File: src/rtl/alu_issue_stage.sv
// Operand issue stage feeding the ALU: latches one decoded instruction, merges and
// forwards in-flight results per byte lane, and holds the pipe while a load is outstanding.
module alu_issue_stage #(
  parameter int RA_W     = 4,
  parameter int LOAD_LAT = 2
) (
  input  logic            clk,
  input  logic            rst,
  input  logic            flush,
  input  logic            dec_valid,
  input  logic [RA_W-1:0] dec_src_a,
  input  logic [RA_W-1:0] dec_src_b,
  input  logic [RA_W-1:0] dec_dst,
  input  logic            dec_h_en,
  input  logic            dec_l_en,
  input  logic            dec_load,
  input  logic [3:0]      dec_alu_op,
  input  logic            dec_set_cc,
  input  logic [7:0]      dec_I_field,
  input  logic [15:0]     rf_data_a,
  input  logic [15:0]     rf_data_b,
  input  logic            wb_we_h,
  input  logic            wb_we_l,
  input  logic [RA_W-1:0] wb_addr,
  input  logic [15:0]     wb_data,
  input  logic [15:0]     alu_out,
  output logic            dec_stall,
  output logic            data_hazard,
  output logic [15:0]     in_a,
  output logic [15:0]     in_b,
  output logic [3:0]      alu_op,
  output logic [7:0]      I_field,
  output logic            h_en,
  output logic            l_en,
  output logic            set_cc,
  output logic            dbg_state
);

  localparam int CNT_W = (LOAD_LAT > 1) ? $clog2(LOAD_LAT) : 1;

  typedef enum logic {RUN = 1'b0, STALL = 1'b1} state_t;

  state_t             state_q, state_d;
  logic [CNT_W-1:0]   cnt_q, cnt_d;

  logic               is_valid;
  logic [RA_W-1:0]    is_src_a, is_src_b, is_dst;
  logic               is_h, is_l, is_load;
  logic [3:0]         is_op;
  logic               is_cc;
  logic [7:0]         is_imm;
  logic [15:0]        is_a, is_b;

  logic               ex_valid;
  logic [RA_W-1:0]    ex_dst;
  logic               ex_wr_h, ex_wr_l, ex_load;

  logic [RA_W-1:0]    ld_dst;
  logic               ld_wr_h, ld_wr_l;

  logic               advance, capture, load_use, wb_rdy;
  logic               need_h, need_l;
  logic [15:0]        cap_a, cap_b;
  logic               ex_fwd;
  logic               a_ex_h, a_ex_l, b_ex_h, b_ex_l;
  logic               a_wb_h, a_wb_l, b_wb_h, b_wb_l;

  // Handshake: the decoder presents an instruction with dec_valid and must hold it
  // unchanged while dec_stall is high; it is consumed on any edge with dec_valid=1,
  // dec_stall=0 and flush=0.
  assign advance = ~data_hazard;
  assign capture = dec_valid & ~dec_stall & ~flush;
  assign dec_stall = data_hazard | (is_valid & ~advance);
  assign dbg_state = (state_q == STALL);

  assign cap_a = {(wb_we_h && wb_addr == dec_src_a) ? wb_data[15:8] : rf_data_a[15:8],
                  (wb_we_l && wb_addr == dec_src_a) ? wb_data[7:0]  : rf_data_a[7:0]};
  assign cap_b = {(wb_we_h && wb_addr == dec_src_b) ? wb_data[15:8] : rf_data_b[15:8],
                  (wb_we_l && wb_addr == dec_src_b) ? wb_data[7:0]  : rf_data_b[7:0]};

  assign load_use = is_valid & ex_valid & ex_load &
                    ((is_src_a == ex_dst) | (is_src_b == ex_dst));

  // Lanes of the pending load that the held instruction actually reads.
  assign need_h = ld_wr_h & ((is_src_a == ld_dst) | (is_src_b == ld_dst));
  assign need_l = ld_wr_l & ((is_src_a == ld_dst) | (is_src_b == ld_dst));
  assign wb_rdy = (~need_h | (wb_we_h & (wb_addr == ld_dst))) &
                  (~need_l | (wb_we_l & (wb_addr == ld_dst)));

  always_comb begin
    state_d     = state_q;
    cnt_d       = cnt_q;
    data_hazard = 1'b0;
    case (state_q)
      RUN: begin
        if (load_use) begin
          data_hazard = 1'b1;
          state_d     = STALL;
          cnt_d       = CNT_W'(LOAD_LAT - 1);
        end
      end
      STALL: begin
        if (cnt_q != '0) begin
          data_hazard = 1'b1;
          cnt_d       = cnt_q - CNT_W'(1);
        end else if (!wb_rdy) begin
          data_hazard = 1'b1;
        end else begin
          state_d = RUN;
        end
      end
      default: state_d = RUN;
    endcase
    if (flush) begin
      state_d = RUN;
      cnt_d   = '0;
    end
  end

  always_ff @(posedge clk) begin
    if (rst) begin
      state_q  <= RUN;
      cnt_q    <= '0;
      is_valid <= 1'b0;
      is_src_a <= '0;
      is_src_b <= '0;
      is_dst   <= '0;
      is_h     <= 1'b1;
      is_l     <= 1'b1;
      is_load  <= 1'b0;
      is_op    <= 4'b0111;
      is_cc    <= 1'b0;
      is_imm   <= '0;
      is_a     <= '0;
      is_b     <= '0;
      ex_valid <= 1'b0;
      ex_dst   <= '0;
      ex_wr_h  <= 1'b0;
      ex_wr_l  <= 1'b0;
      ex_load  <= 1'b0;
      ld_dst   <= '0;
      ld_wr_h  <= 1'b0;
      ld_wr_l  <= 1'b0;
    end else begin
      state_q <= state_d;
      cnt_q   <= cnt_d;

      if (flush)           is_valid <= 1'b0;
      else if (!dec_stall) is_valid <= dec_valid;

      if (capture) begin
        is_src_a <= dec_src_a;
        is_src_b <= dec_src_b;
        is_dst   <= dec_dst;
        is_h     <= dec_h_en;
        is_l     <= dec_l_en;
        is_load  <= dec_load;
        is_op    <= dec_alu_op;
        is_cc    <= dec_set_cc;
        is_imm   <= dec_I_field;
        is_a     <= cap_a;
        is_b     <= cap_b;
      end

      // A held instruction leaves a bubble in EX behind the retiring one.
      ex_valid <= ~flush & advance & is_valid;
      if (advance) begin
        ex_dst  <= is_dst;
        ex_wr_h <= is_h | ~is_l;
        ex_wr_l <= is_l | ~is_h;
        ex_load <= is_load;
      end

      if (state_q == RUN && load_use) begin
        ld_dst  <= ex_dst;
        ld_wr_h <= ex_wr_h;
        ld_wr_l <= ex_wr_l;
      end
    end
  end

  function automatic logic [7:0] fwd_byte(input logic ex_hit, input logic [7:0] ex_b,
                                          input logic wb_hit, input logic [7:0] wb_b,
                                          input logic [7:0] cap_b_in);
    if (ex_hit)      return ex_b;
    else if (wb_hit) return wb_b;
    else             return cap_b_in;
  endfunction

  assign ex_fwd = ex_valid & ~ex_load;
  assign a_ex_h = ex_fwd & ex_wr_h & (ex_dst == is_src_a);
  assign a_ex_l = ex_fwd & ex_wr_l & (ex_dst == is_src_a);
  assign b_ex_h = ex_fwd & ex_wr_h & (ex_dst == is_src_b);
  assign b_ex_l = ex_fwd & ex_wr_l & (ex_dst == is_src_b);
  assign a_wb_h = wb_we_h & (wb_addr == is_src_a);
  assign a_wb_l = wb_we_l & (wb_addr == is_src_a);
  assign b_wb_h = wb_we_h & (wb_addr == is_src_b);
  assign b_wb_l = wb_we_l & (wb_addr == is_src_b);

  // An empty slot presents an ALU nop that leaves the condition codes alone.
  always_comb begin
    in_a    = '0;
    in_b    = '0;
    alu_op  = 4'b0111;
    I_field = '0;
    h_en    = 1'b1;
    l_en    = 1'b1;
    set_cc  = 1'b0;
    if (is_valid) begin
      in_a    = {fwd_byte(a_ex_h, alu_out[15:8], a_wb_h, wb_data[15:8], is_a[15:8]),
                 fwd_byte(a_ex_l, alu_out[7:0],  a_wb_l, wb_data[7:0],  is_a[7:0])};
      in_b    = {fwd_byte(b_ex_h, alu_out[15:8], b_wb_h, wb_data[15:8], is_b[15:8]),
                 fwd_byte(b_ex_l, alu_out[7:0],  b_wb_l, wb_data[7:0],  is_b[7:0])};
      alu_op  = is_op;
      I_field = is_imm;
      h_en    = is_h;
      l_en    = is_l;
      set_cc  = is_cc;
    end
  end

endmodule

File: config.mk
export PLATFORM = sky130hd
export DESIGN_NAME = alu_issue_stage
export DESIGN_NICKNAME = d
export VERILOG_FILES = /design/src/rtl/alu_issue_stage.sv
export SDC_FILE = /design/constraint.sdc
export NUM_CORES = 1
export LEC_CHECK = 0
export ABC_AREA = 0
export CORE_MARGIN = 1.5
export CORE_UTILIZATION = 48
export CTS_BUF_LIST = sky130_fd_sc_hd__clkbuf_2
export DETAILED_ROUTE_END_ITERATION = 10
export PLACE_DENSITY = 0.82
export SETUP_SLACK_MARGIN = 0.1
export SLEW_MARGIN = 5
export SYNTH_ARGS = -nofsm -noshare
export SYNTH_HDL_FRONTEND = slang
export SYNTH_SLANG_ARGS = --single-unit
File: constraint.sdc
create_clock -name clk -period 2.7 [get_ports clk]
set_input_delay 0.54 -clock clk [delete_from_list [all_inputs] [get_ports clk]]
set_output_delay 0.54 -clock clk [all_outputs]
set_load 0.05 [all_outputs]
==> summary.txt <==
Run status
  – Outcome: finished, violations left
  – Failing checks: setup timing

Final layout
  – Nets: 833
  – Cell Count, Final, Fillers Out: 869
  – Area grow syn2layout: 56.6%
  – Core Util, Final: 77.0%
  – Share of layout cells above drive strength 1: between 30% and 40%
  – Ant diodes: 0

Timing
  – Final setup margin: -0.180 ns
  – RSZ-0062 raised after global routing: yes
  – Final Setup Violations: 34
  – Max Fclk: approximately 350 MHz
  – Slew HR: 41.5%
  – Worst Skew: 0.0372 ns
  – Worst-Margin Slew: 0.877 ns
  – Min cycle time layout: 2.88 ns
  – Pins Over Slew Limit: 0
  – Fin. Hold Viols: 0
  – Crit share post-route: 107%

Routing
  – Vias: roughly 5300
  – Drt via density: 6.08
  – WL per Instance: 19.8 um
  – Routed WL: 17.2 mm
  – ANT nets after route: 0
  – Drt pass-1 iters: 6
  – Remaining DRCs: 0
  – DRC marker count from the first detailed-route iteration: 344

Global route
  – Vias in the first global route: a little over 5000
  – Largest net degree at the start of global routing: 49
  – Global route overflow: 0
  – First-pass GRT wire length: 25.1 mm
  – GRT Util Overall: 30.2%
  – Initial antenna violation count: 0

Yosys
  – Synth area leader: dfxtp_1
  – Sequential area share after synthesis: 32.2%
  – Cell area after synthesis: 4780 um2
  – Synth Register Bits: 77
  – Synth unique cells: 38
  – Synth area leaders: dfxtp_1 (32%), nand3_1 (9.8%), mux2i_1 (8.8%)
  – Post-synth top area share: 32.2%
  – Syn_nets: 673
  – Synthesis Warnings: 0
  – Post-synthesis cell count: 571
  – Avg Inst Size Synth: 8.37 um2

Worst setup path
  – Worst setup path category: reg2out
  – Critical Path End Type: output pin
  – Worst Path Max Fanout: 8
  – CP required: 2.16 ns
  – Arrival time worst endpoint: 2.34 ns
  – Startpoint types: flip-flop

Clock network
  – CTS Hold Buffers Added: 0
  – CTS sink count: 77
  – CTS tree: built
  – TritonCTS Buffers: 9
  – Root cell of the clock tree: clkbuf_2
  – Clock-pin slew on the worst setup and hold paths: 0.23 ns
  – Clk_lat worst skew: 0.54 ns
  – Maximum clock path buffer count: 2
  – H-tree levels: 3

Pwr
  – Pwr per Cell Area: approximately 400 nW/um2
  – Max rail drop VDD: around 0.29 mV
  – P_leak: between 3 and 4 nW

Floorplan
  – I/O pin total: 152
  – Die H: 103 um
  – Initial Utilization: between 40 and 50%
  – Core area: 9730 um2
  – Die W: 103 um
  – Die ar.: 10600 um2
  – Num rows: 36

Placement
  – Buffers on Ports: approximately 150
  – Worst slack at placement: -0.418 ns
  – Gpl congestion: 0.895
  – Placed insts: between 800 and 900
  – Dpl hpwl: 10.7 mm

Worst hold path
  – Hold/Removal Path Class: reg2reg

Run
  – Max-cap violations: 0
-- report_power, final --
group	internal (W)	total [W]	switching [W]	leakage, nW
Combinational	0.000426	0.000926	0.000500	2.55
Clock	0.000402	0.000830	0.000428	0.0921
Sequential	0.00123	0.00129	0.0000655	0.643
Total	0.00205	0.00305	0.000993	3.29
-- logic make-up (layout without fill, tap and decap cells) --
| logic type | Yosys count | in the layout | synth area share [%] |
|---|---|---|---|
| flops | 77 | 77 | 32.2 |
| simple gates | 226 | 226 | 23.9 |
| mux | 42 | 42 | 8.79 |
| xor+xnor | 36 | 36 | 6.59 |
| compound gates | 137 | 137 | 21.6 |
| buf+inv | 53 | 218 | 6.85 |
-- routing by layer --
layer	vias to the layer above	part of all wire [%]	track usage, %
met5	-	0	0
met2	278	50	52.6
met3	52	7.2	4.95
met1	2545	40	37.4
met4	0	3.1	11.7
li1	2408	-	-
-- cell usage in the layout, fill, tap and decap left out, types with 3 or more instances in the layout --
| cell type | instances |
|---|---|
| nand3_1 | 42 |
| buf_4 | 42 |
| o211a_1 | 13 |
| nor3_1 | 36 |
| buf_8 | 20 |
| dfxtp_2 | 7 |
| a21oi_1 | 32 |
| o211a_2 | 4 |
| dlygate4sd2_1 | 9 |
| buf_6 | 19 |
| a211oi_2 | 11 |
| o211a_4 | 16 |
| mux2i_1 | 42 |
| clkbuf_2 | 11 |
| nand2_1 | 40 |
| xor2_2 | 3 |
| nor2_1 | 15 |
| and2_1 | 10 |
| nand2_2 | 3 |
| nand3_4 | 5 |
| clkdlybuf4s50_1 | 95 |
| xor2_1 | 16 |
| nand2_4 | 6 |
| o21ai_0 | 28 |
| bufinv_16 | 3 |
| dfxtp_1 | 64 |
| nand2b_1 | 4 |
| xnor2_1 | 16 |
| dfxtp_4 | 6 |
| buf_12 | 10 |
| a211oi_1 | 21 |
| nand3_2 | 47 |
| inv_1 | 3 |
| nand4_1 | 4 |
-- Yosys cell counts, drive strengths merged --
master  instances
a21boi          2
nand4           4
or4b            1
o21ai          28
xor2           20
a311oi          2
nand3          94
o21a            1
nand2b          4
mux2i          42
inv             4
clkbuf         30
a211o           2
and3b           2
nor4b           1
a211oi         33
o211ai          1
nor3           36
or2             1
nor4            5
xnor2          16
and2           10
a21oi          33
dfxtp          77
o211a          33
a21o            2
nand2          50
buf            19
nor2           16
and4            2
-- path summary, 6_finish.rpt --
kind	start	end	slack [ns]	cells after the start
min reg2reg	is_dst[3]	ex_dst[3]	0.46	2
max	is_src_a[1]	in_a[9]	-0.18	8
min	is_dst[3]	ex_dst[3]	0.46	2
max reg2reg	is_src_a[2]	is_a[6]	0.21	7
-- critical path, stage by stage, from the launching register on --
cell and delay (ns):
dfxtp_4 0.43, xor2_2 0.19, nor4_4 0.28, buf_6 0.17, buf_8 0.15, nand3_2 0.10
nand3_2 0.11, o211a_1 0.20, buf_6 0.17
-- cell type report --
class                      instances  area (um2)
multi-input combinational        441        3490
fill                             639        2240
timing repair buffer             198        2080
sequential                        77        1570
tap                              133         166
clock inverter                     6         111
clock buffer                      10        50.0
inverter                           4        15.0
-- sequential cells by signal, indices dropped and copies added, names as in the netlist, 4 cells and up --
name,flops
is_src_a,4
ex_dst,4
ld_dst,4
is_b,16
is_imm,8
is_dst,4
is_op,4
is_a,16
is_src_b,4
-- per-stage QoR --
step / hold slack, ns / instance area [um2] / TNS, ns / power (W)
6_report: 0.457 / 7490 / -4.04 / 0.00305
5_1_grt: 0.474 / 7490 / -7.30 / 0.00317
4_1_cts: 0.463 / 7240 / -2.27 / 0.00297
3_5_place_dp: 0.460 / 6440 / -34.13 / 0.00209
3_3_place_gp: 0.444 / 6440 / -28.51 / 0.00207
2_1_floorplan: 0.425 / 4800 / 0 / 0.00179
-- what timing repair did --
item | in CTS | in global routing
setup endpoints to repair | 39 | 35
buffers inserted | 6 | 5
pin swaps | 34 | 23
resized for setup | 150 | 47
No activity file was read; power rests on OpenSTA's default activity.
